**src/rtl/aes_mixcolumns_seq.sv**
```systemverilog
// Sequences one shared 32-bit aes_mixcolumns instance over a 128-bit AES state,
// one column per clock, with start/busy on the input side and valid/ready on the output.
module aes_mixcolumns_seq #(
  parameter bit BYPASS_EN = 1'b1
) (
  input  logic         clk,
  input  logic         rst_n,
  input  logic         start,
  input  logic         enc,
  input  logic         bypass,
  input  logic [127:0] state_in,
  output logic         busy,
  output logic         out_valid,
  input  logic         out_ready,
  output logic [127:0] state_out,
  output logic         mc_enc,
  output logic [31:0]  mc_in,
  input  logic [31:0]  mc_out
);

  typedef enum logic [1:0] {IDLE, RUN, DONE} state_e;

  state_e       state_q, state_d;
  logic [1:0]   col_q, col_d;
  logic [127:0] data_q, data_d;
  logic         enc_q, enc_d;
  logic [127:0] out_q, out_d;

  // NOTE: every signal written here gets a default first, so no path leaves one
  // unassigned and no latch is inferred.
  always_comb begin
    state_d = state_q;
    col_d   = col_q;
    data_d  = data_q;
    enc_d   = enc_q;
    out_d   = out_q;
    mc_in   = 32'h0;

    unique case (state_q)
      IDLE: begin
        if (start) begin
          data_d = state_in;
          enc_d  = enc;
          col_d  = 2'd0;
          if (bypass && BYPASS_EN) begin
            out_d   = state_in;
            state_d = DONE;
          end else begin
            state_d = RUN;
          end
        end
      end
      RUN: begin
        // Each mixed column overwrites its source column in place; state_out is
        // only updated once the last column is back, so it never shows a partial result.
        unique case (col_q)
          2'd0: begin mc_in = data_q[127:96]; data_d[127:96] = mc_out; end
          2'd1: begin mc_in = data_q[95:64];  data_d[95:64]  = mc_out; end
          2'd2: begin mc_in = data_q[63:32];  data_d[63:32]  = mc_out; end
          default: begin mc_in = data_q[31:0]; data_d[31:0] = mc_out; end
        endcase
        col_d = col_q + 2'd1;
        if (col_q == 2'd3) begin
          out_d   = {data_q[127:32], mc_out};
          state_d = DONE;
        end
      end
      DONE: begin
        if (out_ready) state_d = IDLE;
      end
      default: state_d = IDLE;
    endcase
  end

  // NOTE: sequential state uses non-blocking assignments so every register
  // samples the pre-edge values, independent of statement order.
  always_ff @(posedge clk or negedge rst_n) begin
    if (!rst_n) begin
      state_q <= IDLE;
      col_q   <= 2'd0;
      data_q  <= 128'h0;
      enc_q   <= 1'b0;
      out_q   <= 128'h0;
    end else begin
      state_q <= state_d;
      col_q   <= col_d;
      data_q  <= data_d;
      enc_q   <= enc_d;
      out_q   <= out_d;
    end
  end

  assign busy      = (state_q != IDLE);
  assign out_valid = (state_q == DONE);
  assign state_out = out_q;
  assign mc_enc    = enc_q;

endmodule

```
**config.mk**
```make
export PLATFORM = sky130hd
export DESIGN_NAME = aes_mixcolumns_seq
export DESIGN_NICKNAME = d
export VERILOG_FILES = /design/src/rtl/aes_mixcolumns_seq.sv
export SDC_FILE = /design/constraint.sdc
export NUM_CORES = 1
export LEC_CHECK = 0
export CAP_MARGIN = 40
export CORE_MARGIN = 2
export CORE_UTILIZATION = 50
export DETAILED_ROUTE_END_ITERATION = 6
export PLACE_DENSITY_LB_ADDON = 0.12
export SYNTH_ARGS = -nofsm -noshare
export SYNTH_HDL_FRONTEND = slang
export SYNTH_SLANG_ARGS = --single-unit
```
**constraint.sdc**
```tcl
create_clock -name clk -period 2.55 [get_ports clk]
set_clock_uncertainty 0.2 [all_clocks]
set_input_delay 0.51 -clock clk [delete_from_list [all_inputs] [get_ports clk]]
set_output_delay 0.51 -clock clk [all_outputs]
set_load 0.05 [all_outputs]
```
==> flow_summary.toml <==
[setup_path]
cp.depth = 6
start_kind = "register"
r2r_cells = 5
path_class = "register to output port"
cp_num_buf_inv = 3
worstSetupEndpointType = "output port"
path_max_fanout = 13
cp_top_family = "compound AO/OA/AOI/OAI gates"
crit_path_frequent_cell = "buf_12"
arrival_ns = 2.16
critPathSlowestCell = "a222oi_1"
crit_path_cell_trace = "buf_6 -> ha_4 -> buf_12 -> a222oi_1 -> a21oi_2 -> buf_12"
critical-path-max-stage-delay_ns = 0.43
critPathRequiredTime_ns = 1.84

[route]
dr.max_layer_used = "met5"
wl_met3_um = 2470
routed_wl_um = 40700
dr.pass1.iters = 6
drt_iter0_drc = 804
wire_per_inst_um = 22.9
route.vias.total = 10200
drt-met1-wl_um = 17500
wl_met2_um = 19500
drc = 0
viasPerCell = 5.75
drtAntennaViolNets = 0

[clocking]
cts_root_buffer = "clkbuf_16"
clk_latency_ns = 0.53
clock_path_buffers = 3
tritoncts = "yes"
cts_sinks = 261
numCtsBuffers = 29
htree_num_levels = 1
clk_pin_slew_worst_paths_ns = 0.06

[final_layout]
area_growth_pct = 42.4
regArea_mm2 = 0.00653
finalNetCount = 1589
multi_input_comb_area_mm2 = 0.00592
fill_cells = 1854
layout.cells.non_filler = 1775
drive_above_1_share_pct = 24.2
utilization_pct = 72.3

[timing]
fin_setup_tns_ns = -8.25
relSlewSlack_pct = 61.6
tightest_slew_ns = 0.574
finalCritPeriodShare_pct = 113
setup_slack_ns = -0.320
rsz0062_at_grt = "true"
slew_violations = 0
max_freq_ghz = 0.348
finalHoldViolations = 0
min_period_ns = 2.87
setup_viol = 32

[global_routing]
first_global_vias = 10700
grt_util_all_layers_pct = 28.9
grt_max_degree = 64
grt_pass1_wl_um = 63000
antenna_found_initial = 2
grt-ovfl-total = 0

[die]
coreArea_mm2 = 0.0259
fp-row-count = 59
fp.dieArea_mm2 = 0.0276
die_height_um = 166
die_w_um = 166
start_util_pct = 50.7
pin_count = 329

[synthesis]
synth_flop_cell = "dfrtp_1"
synthCells = 1081
yosysSeqAreaShare_pct = 49.7
yosysTopAreaCell = "dfrtp_1"
yosys_warnings = 0
yosys-top-cells-count = "dfrtp_1, mux2_2, a21oi_1"
syn_avg_cell_area_um2 = 12.2
ys_ff_latch = 261
ys_types = 28
syn-cell-area_mm2 = 0.0131
synth.most_common_cell = "dfrtp_1"
synth_top_area_share_pct = 49.7
synth_edf_count = 0
synthArstFlopShare_pct = 100
synth_fp_nets = 1251
synth_area_leaders = "dfrtp_1, mux2_2, mux2_1"

[placement]
io_buffers = 328
dp_hpwl_um = 26800
gp_congestion = 0.795
dp_cells = 1710

[job]
drv_cap = 0

[pwr]
max-vdd-ir-drop_mv = 0.980
total_power_mw = 29.3
p_leak_nw = 8.19
powerDensity_mw_per_mm2 = 1570

[min_path]
worstHoldPathType = "register to register"
worstHoldPathCells = 1

[run_status]
status = "complete, but fails checks"
violations = "setup timing"
-- per-layer routing --
| metal | vias up | global-route usage, % |
|---|---|---|
| li1 | 4556 | - |
| met1 | 5197 | 39.2 |
| met2 | 369 | 47.7 |
| met3 | 74 | 5.43 |
| met4 | 2 | 8.54 |
| met5 | - | 0 |
-- repair_timing --
action	in CTS	in global routing
buffers inserted	6	0
pin swaps	58	11
endpoints found under the hold margin	55	0
endpoints found under the setup margin	32	32
hold buffers	1	0
resized for setup	22	1
cloned	7	1
-- report_power, final --
part	switching [mW]	total (mW)	internal (mW)	leakage [nW]
Combinational	10.2	17.6	7.47	4.64
Clock	1.67	3.95	2.28	0.449
Sequential	1.44	7.76	6.32	3.11
Total	13.3	29.3	16.1	8.19
-- flip-flops by register name (all words and copies together) (netlist names) --
name	flops
state_out	128
state_q	2
data_q	128
mc_enc	1
col_q	2
-- final cells by class --
cell class | instances | share of cell area, %
diodes | 1 | 0.0134
clock buffers | 41 | 4.49
clock inverters | 10 | 0.281
inverters | 100 | 2.03
multi-input cells | 638 | 31.6
flip-flops and latches | 261 | 34.9
well taps | 335 | 2.24
repair buffers | 389 | 24.5
-- final timing paths --
check                         startpoint            end  slack (ns)
max in group asynchronous          rst_n  state_out[91]        1.09
hold / removal             state_out[50]  state_out[50]        0.29
setup reg to reg              state_q[1]  state_out[43]        0.25
setup / recovery                col_q[1]       mc_in[2]       -0.32
hold reg to reg            state_out[50]  state_out[50]        0.29
min in group asynchronous          rst_n    data_q[105]        0.33
-- kinds of logic (layout without fill, tap and decap cells) --
logic type                 count (synthesis)  in the layout  share of synthesized area, %
muxes                                    353            353                          29.3
DFF                                      261            261                          49.7
AOI/OAI and AO/OA                        234            234                          11.0
buffers and inverters                    182            540                          6.90
and+or+nand+nor                           47             47                          2.70
adders and majority gates                  4              4                         0.381
other                                      0              1                             0
-- per-stage QoR --
stage          instance area (um^2)  hold WS [ns]  worst slack, ns
2_1_floorplan                 13300        0.0144           0.0134
3_3_place_gp                  17500         0.268           0.0324
3_5_place_dp                  17500         0.275          0.00428
4_1_cts                       18700         0.288           -0.337
5_1_grt                       18700         0.299           -0.397
6_report                      18700         0.286           -0.320
-- placed cells by master (no fill, tap or decap), types with 2 or more instances in the layout --
cell type / Yosys / routed
clkdlybuf4s50_1: 0 / 293
dfrtp_1: 261 / 259
mux2_2: 157 / 157
mux2_1: 100 / 100
inv_1: 99 / 97
a21oi_1: 129 / 97
mux2i_1: 96 / 96
buf_12: 0 / 59
a21o_1: 33 / 33
a222oi_1: 32 / 32
a21oi_2: 4 / 32
and3b_1: 32 / 32
clkbuf_16: 0 / 30
o21ai_1: 30 / 29
buf_4: 11 / 20
clkinv_2: 0 / 9
buf_6: 21 / 8
clkbuf_8: 0 / 7
nand2_1: 5 / 5
a21oi_4: 1 / 5
clkbuf_1: 28 / 5
buf_16: 0 / 4
o21ai_0: 3 / 3
nor2_1: 3 / 3
ha_4: 0 / 3
inv_2: 0 / 2
nor2b_1: 3 / 2
bufbuf_16: 0 / 2
dfrtp_2: 0 / 2
Power figures use the tool's default switching activity.
